--- src/rtl/or_bus_arbiter_pkg.sv ---
// rtl/or_bus_arbiter_pkg.sv - shared constants for the OR-bus arbiter
//
// Purpose : default word width and the logic-level constants used for
//           masking and reset values across the arbiter files.
// Ports   : none (package).
package or_bus_arbiter_pkg;

  localparam int   DEFAULT_WORD_WIDTH = 36;

  localparam logic HIGH = 1'b1;
  localparam logic LOW  = 1'b0;

endpackage

--- src/rtl/or_bus_arbiter_rr_priority_select.sv ---
// rtl/or_bus_arbiter_rr_priority_select.sv - combinational round-robin one-hot grant
//
// Purpose : picks the first set request bit searching upward from
//           last_grant+1 (modulo REQ_COUNT); purely combinational.
// Ports   :
//   req        in  [REQ_COUNT-1:0]  request vector
//   last_grant in  [IDX_W-1:0]      index of the most recent grant
//   grant      out [REQ_COUNT-1:0]  one-hot grant, zero when req is zero
module rr_priority_select
  import or_bus_arbiter_pkg::*;
#(
  parameter int REQ_COUNT = 4,
  parameter int IDX_W     = $clog2(REQ_COUNT)
) (
  input  logic [REQ_COUNT-1:0] req,
  input  logic [IDX_W-1:0]     last_grant,
  output logic [REQ_COUNT-1:0] grant
);

  logic [IDX_W-1:0]     start;
  logic [IDX_W:0]       back_shift;
  logic [REQ_COUNT-1:0] rotated;
  logic [REQ_COUNT-1:0] picked;

  always_comb begin
    // Search origin is one past the previous winner; the top index wraps to 0.
    // The explicit compare keeps this correct for non-power-of-two counts.
    if (last_grant >= IDX_W'(REQ_COUNT - 1)) begin
      start = '0;
    end else begin
      start = last_grant + IDX_W'(1);
    end

    // Rotating the doubled vector right by start puts the search origin at
    // bit 0, so a plain lowest-set-bit pick gives the round-robin winner.
    rotated = REQ_COUNT'({req, req} >> start);
    picked  = rotated & (~rotated + REQ_COUNT'(1));

    // Undo the rotation: shifting the doubled pick right by REQ_COUNT-start
    // is the same as rotating it left by start.
    back_shift = (IDX_W + 1)'(REQ_COUNT) - {LOW, start};
    grant      = REQ_COUNT'({picked, picked} >> back_shift);
  end

endmodule

--- src/rtl/or_bus_arbiter.sv ---
// rtl/or_bus_arbiter.sv - round-robin arbiter sharing one registered OR-bus word
//
// Purpose : grants one requester per cycle, zeroes non-granted words and
//           OR-reduces them into a registered result with valid/ready.
// Ports   :
//   clock       in   system clock, rising edge
//   reset_n     in   asynchronous active-low reset
//   req_valid   in   [REQ_COUNT-1:0]             per-requester valid
//   req_ready   out  [REQ_COUNT-1:0]             one-hot acceptance, 0 in reset
//   req_data    in   [WORD_WIDTH*REQ_COUNT-1:0]  word i at [W*(i+1)-1:W*i]
//   out_valid   out  result held in out_data/out_source
//   out_ready   in   downstream takes the result this cycle
//   out_data    out  [WORD_WIDTH-1:0]  registered OR of granted word
//   out_source  out  [REQ_COUNT-1:0]   registered one-hot source
//
// req_ready has a combinational path from out_ready, req_valid and reset_n;
// req_data never reaches any ready.
module or_bus_arbiter
  import or_bus_arbiter_pkg::*;
#(
  parameter int WORD_WIDTH = DEFAULT_WORD_WIDTH,
  parameter int REQ_COUNT  = 4
) (
  input  logic                            clock,
  input  logic                            reset_n,
  input  logic [REQ_COUNT-1:0]            req_valid,
  output logic [REQ_COUNT-1:0]            req_ready,
  input  logic [WORD_WIDTH*REQ_COUNT-1:0] req_data,
  output logic                            out_valid,
  input  logic                            out_ready,
  output logic [WORD_WIDTH-1:0]           out_data,
  output logic [REQ_COUNT-1:0]            out_source
);

  localparam int IDX_W = $clog2(REQ_COUNT);

  logic [IDX_W-1:0]      last_grant;
  logic [REQ_COUNT-1:0]  grant;
  logic [WORD_WIDTH-1:0] masked_or;
  logic [IDX_W-1:0]      grant_idx;
  logic                  load;

  rr_priority_select #(
    .REQ_COUNT (REQ_COUNT),
    .IDX_W     (IDX_W)
  ) u_select (
    .req        (req_valid),
    .last_grant (last_grant),
    .grant      (grant)
  );

  // The output register can take a new word when empty or being drained.
  assign load = !out_valid || out_ready;

  // reset_n gates ready so nothing is acknowledged while held in reset
  // (out_valid is 0 then, which would otherwise open load).
  assign req_ready = (load && reset_n) ? grant : '0;

  // Non-granted words are forced to zero by selection rather than by AND,
  // so unknown bits on idle requesters cannot leak into the result.
  always_comb begin
    masked_or = '0;
    for (int i = 0; i < REQ_COUNT; i++) begin
      if (grant[i] == HIGH) begin
        masked_or = masked_or | req_data[WORD_WIDTH*i +: WORD_WIDTH];
      end
    end
  end

  always_comb begin
    grant_idx = '0;
    for (int i = 0; i < REQ_COUNT; i++) begin
      if (grant[i] == HIGH) begin
        grant_idx = IDX_W'(i);
      end
    end
  end

  always_ff @(posedge clock or negedge reset_n) begin
    if (!reset_n) begin
      out_valid  <= LOW;
      out_data   <= '0;
      out_source <= '0;
      // Pointer at the top index gives requester 0 first priority.
      last_grant <= IDX_W'(REQ_COUNT - 1);
    end else if (load) begin
      out_valid  <= |grant;
      out_data   <= masked_or;
      out_source <= grant;
      if (|grant) begin
        last_grant <= grant_idx;
      end
    end
  end

endmodule

--- config.mk ---
export PLATFORM = sky130hd
export DESIGN_NAME = or_bus_arbiter
export DESIGN_NICKNAME = d
export VERILOG_FILES = /design/src/rtl/or_bus_arbiter_pkg.sv /design/src/rtl/or_bus_arbiter_rr_priority_select.sv /design/src/rtl/or_bus_arbiter.sv
export SDC_FILE = /design/constraint.sdc
export NUM_CORES = 1
export LEC_CHECK = 0
export CORE_ASPECT_RATIO = 0.8
export CORE_MARGIN = 2
export CORE_UTILIZATION = 36
export CTS_CLUSTER_SIZE = 25
export DETAILED_ROUTE_END_ITERATION = 16
export GPL_TIMING_DRIVEN = 0
export PLACE_DENSITY_LB_ADDON = 0.25
export SLEW_MARGIN = 20
export SYNTH_ARGS = -nofsm -noshare
export SYNTH_HDL_FRONTEND = slang
export SYNTH_SLANG_ARGS = --single-unit
--- constraint.sdc ---
create_clock -name clock -period 2.96 [get_ports clock]
set_clock_uncertainty 0.05 [all_clocks]
set_input_delay 0.592 -clock clock [delete_from_list [all_inputs] [get_ports clock]]
set_output_delay 0.592 -clock clock [all_outputs]
set_load 0.01 [all_outputs]
==> impl_metrics.tcl <==
set metrics [dict create \
    status "completed" \
    rows 29 \
    htreeDepth 2 \
    wl_per_cell_um 18.5 \
    arrival_ns 2.20 \
    critPathCapture "req_ready[2]" \
    post_dp_cell_area_um2 4990 \
    drive_above_1_share_pct 17.4 \
    hp-class "input port to async pin" \
    cts_tree "done" \
    p_clk_share_pct 8.1 \
    antenna_found_initial 0 \
    pre_cts_ws_ns -0.391 \
    drcViolationCount 0 \
    dr.pass1.iters 4 \
    core_um2 7870 \
    avgSynthCellArea_um2 10.0 \
    r2r_start "last_grant[0]" \
    grtUsageTotal_pct 25.9 \
    overflow 0 \
    portBuffers 195 \
    fin_crit_ns 2.84 \
    dieArea_um2 8770 \
    fmax_mhz 352 \
    ys_seq_elements 43 \
    cts_buffers 5 \
    worst_slack_ns 0.119 \
    hold_viol 0 \
    fin_util_pct 65.3 \
    clk_path_buf_depth 2 \
    gp_congestion 0.782 \
    p_int_mw 2.70 \
    dp_hpwl_mm 8.57 \
    seqCellArea_um2 1080 \
    maxSlewHeadroom_pct 47.8 \
    ios 196 \
    die_x_um 104 \
    grt_max_degree 28 \
    clk_pin_slew_ns 0.08 \
    worst-setup-path-type "flop to output port" \
    yosysSeqAreaShare_pct 37.3 \
    tightestPinTransition_ns 0.783 \
    setup_violations 0 \
    reg2regPathDepth 8 \
    synthFlopType "dfrtp_1" \
    rsz0062_at_grt "false" \
    worstSetupStartpoint "last_grant[0]" \
    synth_top_cell_area_share_pct 35.5 \
    die_h_um 84.2 \
    ys_types 35 \
    cp_data_required_time_ns 2.32 \
    critPathCaptureType "output port" \
    swShare_pct 42.2 \
    ir_worst_vdd_mv 0.393 \
    area_growth_pct 77.8 \
    clock_latency_ns 0.30 \
    p_seq_share_pct 22.9 \
    ant_nets 0 \
    drt_wl_total_mm 11.2 \
    syn_inst 288 \
    antenna_cells 0 \
    start_kind "flop" \
    regToRegEndpoint "out_data[33]" \
    drv_slew 0 \
    pwr-share-comb_pct 69.0 \
    post-route-period-util_pct 96.0 \
    synth_edf_count 0 \
    fin_nets 650 \
    async_flop_share_pct 100 \
    start_util_pct 36.7 \
    grt_pass1_wl_mm 18.1 \
    max_cap_violations 0 \
    leakagePower_nw 1.98 \
    grt_pass1_vias 3510 \
    cts.sinks 43 \
    yosysTopAreaCell "dfrtp_1" \
    num-fill-cells 693 \
    viasPerCell 5.37 \
    worstPathMaxFanout 9 \
    root_buffer "clkbuf_8" \
    synth.area.top_cells "dfrtp_1 35%, a221oi_2 18%, nor2_1 6.0%" \
    via_count 3258 \
    multi_input_area_um2 1620 \
    finalInstanceArea_um2 5140 \
    yosys_warnings 0 \
    worst-r2r-setup-slack_ns 0.67 \
    syn_nets 440 \
    cellPowerDensity_nw_per_um2 909 \
    p_sw_mw 1.97 \
    mappedNetlistArea_um2 2890 \
    first_iter_violations 118 \
]
cell usage after synthesis, drive strengths merged, types with 2 or more instances:
cell type,instances
dfstp,2
nand2,8
nand3,23
o21ai,3
o211ai,22
nor2,47
inv,3
buf,20
nand3b,22
and3,4
dfrtp,41
clkbuf,10
nor2b,2
a21oi,18
a221oi,36
a22oi,14
o2bb2ai,2
critical path, stage by stage, from the launching register on:
cell and delay, ns:
dfstp_2 0.54, ha_1 0.23, buf_4 0.17, o21ba_2 0.27
a21oi_2 0.05, o32ai_4 0.12, buf_6 0.14, and3_1 0.16
clkdlybuf4s15_2 0.22
layout by cell type, fill, tap and decap left out, types with 2 or more instances in the layout:
cell type          n
a21oi_1           16
a21oi_2            2
a221oi_2          35
a22oi_1           14
and3_1             4
buf_2              7
buf_4             13
buf_6              8
clkbuf_1           8
clkbuf_8           5
clkdlybuf4s50_1  189
clkinv_2           3
dfrtp_1           41
dfstp_2            2
dlygate4sd2_1      3
inv_1              2
nand2_1            8
nand3_1           23
nand3b_1          22
nor2_1            46
nor2b_1            2
o211ai_1          22
o21ai_0            3
o2bb2ai_1          2
layer usage:
| layer | GRT usage (%) | routed length [µm] |
|---|---|---|
| met5 | 0 | 0 |
| met4 | 4.18 | 91 |
| met3 | 7.69 | 940 |
| met2 | 46.9 | 5550 |
| met1 | 31.0 | 4650 |
stage by stage:
step | total power [mW] | instances | TNS (ns) | hold WS [ns]
2_1_floorplan | 2.91 | 288 | 0 | 0.246
3_3_place_gp | 4.13 | 591 | -9.09 | 0.403
3_5_place_dp | 4.19 | 592 | -1.32 | 0.428
4_1_cts | 4.67 | 606 | 0 | 0.231
5_1_grt | 5.00 | 607 | 0 | 0.252
6_report | 4.67 | 607 | 0 | 0.216
how the worst min path moves through the flow:
stage / start / to / slack, ns / cells after the start
floorplan: reset_n / out_data[0] / 0.25 / 0
global placement: out_source[0] / out_source[0] / 0.40 / 2
detailed placement: last_grant[1] / last_grant[1] / 0.43 / 1
CTS: reset_n / out_data[22] / 0.23 / 1
global route: reset_n / out_data[16] / 0.25 / 1
finish: reset_n / out_data[16] / 0.22 / 1
repair_timing:
action                     4_1_cts  5_1_grt
pin swaps                        4        1
setup buffers                    8        1
setup endpoints to repair        4        2
hold buffers                     0        0
hold endpoints to repair         0        0
cloned                           0        0
gates resized for setup         11        3
state kept, by name, summed over array words and instances (netlist names):
name,count
out_data,36
out_valid,1
out_source,4
last_grant,2
cell families (layout without fill, tap and decap cells):
logic type,Yosys count,in the layout,synth area share [%]
AO/OA/AOI/OAI,100,100,35.4
XOR/XNOR,1,1,0.303
adder cells (fa/ha/maj),1,1,0.433
flip-flops,43,43,37.3
AND/OR/NAND/NOR,110,110,19.6
buffers and inverters,33,244,6.97
layout make-up:
cell class / count / area share, %
inverter: 3 / 0.219
buffer: 28 / 3.72
clock buffer: 5 / 1.34
timing repair buffer: 205 / 39.4
clock inverter: 3 / 0.292
tap: 108 / 2.63
sequential: 43 / 21.0
multi-input combinational: 212 / 31.4
power by group through the flow:
stage	combinational [mW]	sequential, mW	clock, mW
floorplan	1.69	1.21	0
global placement	3.05	1.08	0
detailed placement	3.09	1.10	0
CTS	3.21	1.07	0.381
global route	3.48	1.11	0.409
finish	3.22	1.07	0.377
(Power assumes the default switching activity.)
==> RTL change (config.mk and constraints unchanged) <==
`REQ_COUNT` is set to 4 in 2 places; all go to 2.
--- a/src/rtl/or_bus_arbiter_rr_priority_select.sv
+++ b/src/rtl/or_bus_arbiter_rr_priority_select.sv
@@ -10,5 +10,5 @@
   import or_bus_arbiter_pkg::*;
 #(
-  parameter int REQ_COUNT = 4,
+  parameter int REQ_COUNT = 2,
   parameter int IDX_W     = $clog2(REQ_COUNT)
 ) (
--- a/src/rtl/or_bus_arbiter.sv
+++ b/src/rtl/or_bus_arbiter.sv
@@ -20,5 +20,5 @@
 #(
   parameter int WORD_WIDTH = DEFAULT_WORD_WIDTH,
-  parameter int REQ_COUNT  = 4
+  parameter int REQ_COUNT  = 2
 ) (
   input  logic                            clock,
Ports: changed (resized out_source, req_data, req_ready and req_valid); port bits go from 196 to 118. No check against the original RTL was run, so the function may have changed too.
==> RTL change against the unedited design <==
Combinational power is 85% lower. Synthesized area is 39% lower. Worst setup slack better by 0.19 ns. Utilization is 2.5 points higher. Count of clock-buffer cells in the layout is 2 higher. Design area is 39% lower. Hold slack worse by 0.020 ns. Power is 68% lower. Global-route usage is 6.0 points lower. Sequential cell count is 3 lower. Cell count is 46% lower. Wire length is 54% lower. Via count is 50% lower. Critical endpoint is now req_ready[1]. Largest cell class unchanged. Highest routed layer unchanged.
==> RTL change: results (changes against the unedited design) <==
Parameter                              Value

Placed design
  Post-DP Area ... 3030 um2 (-39%)
  Number of I/O port buffers ... 117 (-40%)
  Total placed cells including tap cells ... 315 (-47%)
  Worst-case setup slack after placement ... -0.0962 ns (+0.295 ns)
  HPWL after detailed placement ... 3.98 mm (-54%)

Power and ir drop
  Switch Pwr ... 403 uW (-80%)
  IR drop worst, VDD ... 0.000324 V (-18%)
  Flop+latch power ... 668 uW (-38%)
  Clock Power ... 351 uW (-6.9%)
  Leak pwr ... 1.38 nW (-30%)
  Switching share of total power ... 0.266 (-0.156)

Final layout
  Inverter count of the layout excluding clock inverters ... 2 (-1)
  Sequential share of cell area ... 0.318 (+0.108)
  Clock buffer and inverter area fraction after layout ... 0.0258 (+0.00949)
  Final-stage net count ... 342 (-47%)
  Layout cells sized above 1 ... 0.0865 (-0.0879)
  Multi-input logic area ... 681 um2 (-58%)
  Registers with the highest flip-flop counts ... out_data: 36 flops, out_source: 2 flops
  Number of multi-input logic gates ... 83 (-61%)
  Non-Clock Buffer Count ... 133 (-43%)
  Fill count ... 381 (-45%)
  Finished Core Util ... 0.678 (+0.0247)
  Count of clock-net buffers in the final layout ... 7 (+2)

Clocking
  Total CTS buffers ... 5 (unchanged)
  Cts repair resizes ... 1 (-10)
  Total setup buffers inserted after CTS ... 2 (-6)
  Clk sinks ... 40 (-7.0%)

Logic synthesis
  Count of different cell masters after synthesis ... 17 (-51%)
  Register area share after synthesis ... 0.568 (+0.195)
  Nets in the synthesized netlist ... 214 (-51%)
  Cell types with the highest counts after synthesis ... 39 x dfrtp_1, 38 x and2_1, 36 x a221o_1
  Top cells by area, synth ... dfrtp_1 55%, a221o_1 20%, and2_1 13%
  Synth Instances ... 137 (-52%)

Routing
  Met2 WL post-DR ... 2.49 mm (-55%)
  Routed length on met1 ... 2.29 mm (-51%)
  Highest layer used for signal routing ... met4
  Total wire length after detailed routing ... 5.16 mm (-54%)
  Vias per cell ... 4.96 (-7.6%)
  Detailed-route via count ... 1,617 (-50%)
  DRC violation total after the first TritonRoute iteration ... 53 (-55%)
  Total met3 wirelength after detailed routing ... 347 um (-63%)

Critical path
  Worst EP arrival ... 2.01 ns (-0.19 ns)
  Worst-path maximum fanout ... 10 (+1)
  Worst path top cell family by delay ... buffers and inverters
  Critical-path top delay cell ... clkdlybuf4s50_1
  Max incr delay on CP ... 0.51 ns (-0.03 ns)

GRT
  Met1 track utilization from global routing ... 0.259 (-0.0502)
  Met3 track demand over resource in global routing ... 0.0623 (-0.0145)
  First-pass GRT wire length ... 8.13 mm (-55%)
  Number of global-route vias before repair ... 1,683 (-52%)
  Routing usage on met2 ... 0.318 (-0.152)
  Maximum number of pins on one net before global-route repair ... 25 (-11%)

Die
  Tap cells ... 60 (-44%)

Timing
  Worst max-slew margin expressed relative to the limit ... 0.691 (+0.213)

Run status
  Outcome ... finished, final reports clean
RTL change: cells by family (layout without fill, tap and decap cells):
group	after synthesis	after routing	synth area share
buffers and inverters	14	143	0.0503
DFF	40	40	0.568
and+or+nand+nor	42	42	0.155
AOI/OAI and AO/OA	41	41	0.227
RTL change: worst paths after layout:
| path | from | end | slack (ns) | depth (start not counted) |
|---|---|---|---|---|
| worst max-delay path | out_ready | req_ready[1] | 0.31 | 7 |
| worst min-delay path | reset_n | out_data[1] | 0.20 | 1 |
| worst max register to register | out_valid | out_data[13] | 1.34 | 6 |
| worst min register to register | out_source[1] | out_source[1] | 0.43 | 1 |
| max in group asynchronous | reset_n | last_grant | 2.12 | 2 |
| min in group clock | out_source[1] | out_source[1] | 0.43 | 1 |
RTL change: worst reg2reg max path, cell delays in order, from the launching register on:
cell	delay, ns
dfrtp_1	0.36
nor2b_4	0.25
a211oi_2	0.09
buf_6	0.12
buf_4	0.16
buf_4	0.18
a221o_1	0.30
